## src/rtl/reg_file_pkg.sv

```systemverilog
// Shared constants and types for the integer register file.
package reg_file_pkg;

    localparam int XLEN          = 32;
    localparam int NUM_ARCH_REGS = 32;

    typedef logic [4:0]      reg_addr_t;
    typedef logic [XLEN-1:0] word_t;

endpackage

```

## src/rtl/reg_nb.sv

```systemverilog
// Single storage word: WIDTH-bit register with load enable and async active-low clear.
module reg_nb
    import reg_file_pkg::*;
#(
    parameter int WIDTH = XLEN
) (
    input  logic             clk,
    input  logic             reset,
    input  logic             en,
    input  logic [WIDTH-1:0] d,
    output logic [WIDTH-1:0] q
);

    // Clear immediately on reset, otherwise load d when enabled
    always_ff @(posedge clk or negedge reset) begin
        if (!reset) begin
            q <= '0;
        end else if (en) begin
            q <= d;
        end
    end

endmodule

```

## src/rtl/reg_file.sv

```systemverilog
// Multi-port register file: one write port, NUM_RD combinational read ports,
// optional hard-wired zero word and same-cycle write-to-read forwarding.
module reg_file
    import reg_file_pkg::*;
#(
    parameter int WIDTH    = XLEN,
    parameter int DEPTH    = NUM_ARCH_REGS,
    parameter int NUM_RD   = 2,
    parameter int ZERO_REG = 1,
    parameter int BYPASS   = 1,
    localparam int AW      = $clog2(DEPTH)
) (
    input  logic                           clk,
    input  logic                           reset,
    input  logic                           we,
    input  logic [AW-1:0]                  waddr,
    input  logic [WIDTH-1:0]               wdata,
    input  logic [NUM_RD-1:0][AW-1:0]      raddr,
    output logic [NUM_RD-1:0][WIDTH-1:0]   rdata
);

    // Word 0 has no storage behind it when it is the hard-wired zero register
    localparam int FIRST = (ZERO_REG != 0) ? 1 : 0;

    logic [WIDTH-1:0] mem [DEPTH];
    logic             waddr_ok;

    // Addresses at or beyond DEPTH exist only for non-power-of-two depths
    function automatic logic in_range(input logic [AW-1:0] a);
        return ({1'b0, a} < (AW+1)'(DEPTH));
    endfunction

    function automatic logic is_zero_reg(input logic [AW-1:0] a);
        return (ZERO_REG != 0) && (a == '0);
    endfunction

    assign waddr_ok = in_range(waddr);

    genvar k;
    for (k = 0; k < DEPTH; k++) begin : g_word
        if (k < FIRST) begin : g_zero
            assign mem[k] = '0;
        end else begin : g_reg
            logic en;
            assign en = we & waddr_ok & (waddr == AW'(k));
            reg_nb #(.WIDTH(WIDTH)) u_reg (
                .clk   (clk),
                .reset (reset),
                .en    (en),
                .d     (wdata),
                .q     (mem[k])
            );
        end
    end

    // Per-port read: zero during reset, for x0 and for out-of-range addresses;
    // otherwise forwarded write data on an address match, else the stored word
    always_comb begin
        for (int i = 0; i < NUM_RD; i++) begin
            rdata[i] = '0;
            if (reset && in_range(raddr[i]) && !is_zero_reg(raddr[i])) begin
                if ((BYPASS != 0) && we && (waddr == raddr[i])) begin
                    rdata[i] = wdata;
                end else begin
                    rdata[i] = mem[raddr[i]];
                end
            end
        end
    end

endmodule

```

## config.mk

```make
export PLATFORM = sky130hd
export DESIGN_NAME = reg_file
export DESIGN_NICKNAME = d
export VERILOG_FILES = /design/src/rtl/reg_file_pkg.sv /design/src/rtl/reg_nb.sv /design/src/rtl/reg_file.sv
export SDC_FILE = /design/constraint.sdc
export NUM_CORES = 2
export LEC_CHECK = 0
export BUFFER_PORTS_ARGS = -buffer_cell sky130_fd_sc_hd__buf_2
export CELL_PAD_IN_SITES_DETAIL_PLACEMENT = 0
export CELL_PAD_IN_SITES_GLOBAL_PLACEMENT = 2
export CORE_MARGIN = 8
export CORE_UTILIZATION = 46
export CTS_CLUSTER_DIAMETER = 100
export CTS_CLUSTER_SIZE = 12
export DETAILED_ROUTE_END_ITERATION = 10
export GPL_TIMING_DRIVEN = 0
export HOLD_SLACK_MARGIN = 0.12
export PLACE_DENSITY = 0.84
export SLEW_MARGIN = 20
export SYNTH_ARGS = -nofsm -noshare
export SYNTH_HDL_FRONTEND = slang
export SYNTH_SLANG_ARGS = --single-unit
```

## constraint.sdc

```tcl
create_clock -name clk -period 2.6 [get_ports clk]
set_input_delay 0.39 -clock clk [delete_from_list [all_inputs] [get_ports clk]]
set_output_delay 0.39 -clock clk [all_outputs]
set_load 0.01 [all_outputs]
```

=== Word level (Yosys, flattened, before mapping) ===
Cells that the tools add are included.

* Word-level logic and storage cells: 117
* Input bits: 50
* Register bits: 992
* Output and inout bits: 64

* Order comparisons: 2
* Bitwise gates (word level): 33
* Reductions and logical operators: 8
* Mux-type cells: 10
* Eq/ne operators: 33

{| class="wikitable"
|+ Operator list
! kind !! number
|-
| $bmux W32 S5 || 2
|-
| $mux W32 || 8
|-
| $eq A5 B5 Y1 const B || 16
|-
| $eq A5 B4 Y1 const B || 8
|-
| $and A1 B1 Y1 || 31
|-
| $eq A5 B3 Y1 const B || 4
|-
| $ge A6 B6 Y1 const B || 2
|-
| $not A5 Y6 || 2
|-
| $eq A5 B2 Y1 const B || 2
|-
| $eq A5 B5 Y1 || 2
|-
| $logic_not A5 Y1 || 2
|-
| $eq A5 B1 Y1 const B || 1
|-
| $logic_and A1 B1 Y1 || 4
|-
| $logic_not A1 Y1 || 2
|}

=== Logic depth before layout (Yosys ltp) ===
* Depth in word-level cells: 6
* Mapped depth: 10
* Gate-level depth less buffers: 5

=== Modules after synthesis ===
From an unflattened synthesis, not the netlist that was laid out.

* Cells, all modules: 3,696
* Area, all modules: 58,702.6 um^2

{| class="wikitable"
|+ Modules (own cells, without submodules)
! module !! area an instance (um^2) !! times used !! sequential area each (um^2) !! cells an instance
|-
| reg_nb || 1,345.0 || 31 || 800.8 || 68
|-
| reg_file || 17,006.3 || 1 || 0.0 || 1,588
|}

=== Worst setup path after synthesis ===
No wires, ideal clock.

* Kind: in2out
* From: in raddr[5] (netlist name)
* To: out rdata[61] (netlist name)
* Setup slack: 255 ps
* Arrival: 1,955 ps
* Required time: 2,210 ps
* Buffers on the path: 4
* Cell stages on the path: 8
* Cells stage by stage: buf_6 buf_12 buf_6 buf_6 mux4_2 a22oi_1 nand3_1 o2111a_1

{| class="wikitable"
|+ RTL lines
! item !! RTL line !! RTL
|-
| start, declared || reg_file.sv:18 || <nowiki>input logic [NUM_RD-1:0][AW-1:0] raddr,</nowiki>
|-
| end, declared || reg_file.sv:19 || <nowiki>output logic [NUM_RD-1:0][WIDTH-1:0] rdata</nowiki>
|}

==> reports/results.ini <==
[logic_synthesis]
synth_cell_types = 58
ys.flop_type = dfrtp_1
syn_area_sq_um = 54110
synth_area_leaders = dfrtp_1, mux4_2, mux2_1
async_flop_share_pct = 100.0
synth.top_cells.by_count = dfrtp_1, mux2_1, mux2_2, mux4_2, clkbuf_1
yosysTopAreaCellShare_pct = 45.87
ys_seq_area_share_pct = 45.87
ys_seq_elements = 992
yosysTopAreaCell = dfrtp_1
syn_nets = 3895
synth.avg_cell_area_sq_um = 14.07
synth_most_common_cell = dfrtp_1
syn-instance-count = 3845
synth_edf_count = 0
yosysWarnings = 0

[timing]
worst_pin_slew_ns = 1.092
fin_tns_setup_ns = -15.98
fin_skew_ns = 0
fin_crit_sh_pct = 119.1
rsz0062_at_grt = yes
slew_headroom_pct = 27.23
finalHoldViolations = 0
finalCriticalPeriod_ns = 3.095
setup_ws_ns = -0.4954
hold_slack_ns = 0.1411
drv_slew = 0
fmax_ghz = 0.3231
final-setup-viol-count = 64

[finish]
nFillCells = 9297
area_growth_pct = 24.47
drive_above_1_share_pct = 43.23
fin_nets = 4322
top_regs = g_word.g_reg.u_reg.q (992)
final_cell_count_no_fill = 5818
regMostFlops = g_word.g_reg.u_reg.q
largest_reg_flops = 992

[clocking]
clk_latency_ns = 0.69
path_clk_slew_ns = 0.07
cts_root_buffer = clkbuf_16
cts_tree = yes
numCtsBuffers = 92
cts_buffer_depth = 3
cts_sinks = 992
htreeDepth = 3

[floorplanning]
pin_count = 114
dieArea_sq_um = 128900
core-area_sq_um = 117500
floorplan.initialDensity_pct = 46.07
fp.dieH_um = 359.0
die_w_um = 359.0
floorplan.rows = 126

[global_route]
grt_max_degree = 137
grt_remaining_overflow = 0
grt_pass1_vias = 40321
grt_antenna_before_repair = 6
track_usage_pct = 35.22
grt_pass1_wl_mm = 323.1

[hold_path]
hold_path.class = input port to asynchronous set/reset pin

[outcome]
failed_checks = negative setup slack
status = finished, violations left

[critical_path]
critPathArrivalTime_ns = 2.71
path_common_cell = mux4_2
cp_max_fo = 3
crit_path_end_kind = primary output
cp.required_ns = 2.21
rrSetupSlack_ns = 1.56
crit_chain = mux4_2 > mux4_2 > nand2b_4 > o2111a_2 > buf_6
slowest_stage = mux4_2
cp-start-kind = register
crit_type = register to primary output
slowest_delay_ns = 0.51

[route]
antenna_left = 0
avgRoutedWirePerCell_um = 40.45
num_vias = 40647
drc = 0
drt-pass1-iter-count = 8
totalWireLength_mm = 235.3
drt_iter0_drc = 5588
vias_per_cell = 6.986

[power]
p_per_area_nw_per_um2 = 684.6
ir_drop_uv = 564.3
p_leak_nw = 28.89

[run]
cap_violations = 0

[placed_design]
gp_congestion = 1.015
port_buffers = 107
place_hpwl_mm = 169.9
place_inst = 5496

timing repair:
| action | in CTS | in global routing |
|---|---|---|
| pin swaps | 168 | 99 |
| endpoints found under the setup margin | 64 | 64 |
| hold buffers | 39 | 3 |
| endpoints found under the hold margin | 380 | 29 |
| resized for setup | 1008 | 199 |
| buffers inserted | 93 | 65 |
| cloned | 23 | 8 |
critical path, delay by kind of cell, from the launching register on:
kind	cells	cell delay, ns
buf+inv	1	0.14
simple gates	1	0.20
compound gates	1	0.23
flops	1	0.41
mux	2	1.02
cells in the final DEF (no fill, tap or decap), types with 51 or more instances in the layout:
cell	Yosys	routed
a22oi_1	83	51
buf_12	7	74
buf_2	135	128
buf_4	22	146
buf_6	23	81
clkbuf_1	197	116
clkbuf_16	0	109
dfrtp_1	992	992
mux2_1	663	645
mux2_2	433	429
mux2i_1	180	139
mux4_2	337	337
nand2_1	69	62
per-layer routing:
| layer | vias to the layer above | track usage, % | share of wire (%) |
|---|---|---|---|
| li1 | 15778 | - | - |
| met1 | 21699 | 46.94 | 39 |
| met2 | 2563 | 51.83 | 43 |
| met3 | 601 | 10.72 | 12 |
| met4 | 6 | 18.24 | 6.5 |
| met5 | - | 0 | 0.013 |
power breakdown:
group	internal, mW	leakage, nW	switching, mW	total (mW)
clock network	6.50	1.19	6.15	12.7
logic	6.47	15.0	6.18	12.7
registers	18.5	12.7	2.34	20.8
total	31.4	28.9	14.7	46.1
metrics by stage:
| stage | worst slack, ns | utilization (%) | power [mW] | area [sq um] |
|---|---|---|---|---|
| after global placement | -26.28 | 48.16 | 30.29 | 56570 |
| final | -0.4954 | 57.35 | 46.11 | 67350 |
| after floorplan | 0.2549 | - | 26.78 | 54110 |
| after CTS | -0.4588 | 55.95 | 45.02 | 65720 |
| after detailed placement | -3.174 | 48.39 | 30.69 | 56830 |
| after global routing | -0.4969 | 57.33 | 47.43 | 67340 |
worst paths after layout:
path	startpoint	to	depth (start not counted)
max in group asynchronous	reset	g_word[15].g_reg.u_reg.q[9]	6
setup / recovery	g_word[5].g_reg.u_reg.q[13]	rdata[45]	5
min in group clk	wdata[23]	g_word[31].g_reg.u_reg.q[23]	2
hold reg to reg	g_word[30].g_reg.u_reg.q[17]	g_word[30].g_reg.u_reg.q[17]	1
setup reg to reg	g_word[23].g_reg.u_reg.q[27]	g_word[23].g_reg.u_reg.q[27]	3
hold / removal	reset	g_word[6].g_reg.u_reg.q[1]	4
cell type report:
| type | count | area (sq um) | share of cell area [%] |
|---|---|---|---|
| clock buffer | 95 | 2377 | 3.529 |
| timing repair buffer | 339 | 3755 | 5.575 |
| clock inverter | 2 | 38.79 | 0.05759 |
| multi-input combinational | 2424 | 30460 | 45.23 |
| tap | 1536 | 1922 | 2.853 |
| buffer | 419 | 3944 | 5.855 |
| antenna | 7 | 17.52 | 0.02601 |
| sequential | 992 | 24820 | 36.86 |
| inverter | 4 | 15.01 | 0.02229 |
cells by family (layout without fill, tap and decap cells):
family / after synthesis / count (layout) / share of synthesized area [%]
multiplexers: 1614 / 1614 / 40.21
flip-flops: 992 / 992 / 45.87
AO/OA/AOI/OAI: 521 / 521 / 7.085
buffers and inverters: 430 / 859 / 4.000
AND/OR/NAND/NOR: 278 / 279 / 2.666
XOR/XNOR: 10 / 10 / 0.1619
other: 0 / 7 / 0
(Power assumes the default switching activity.)
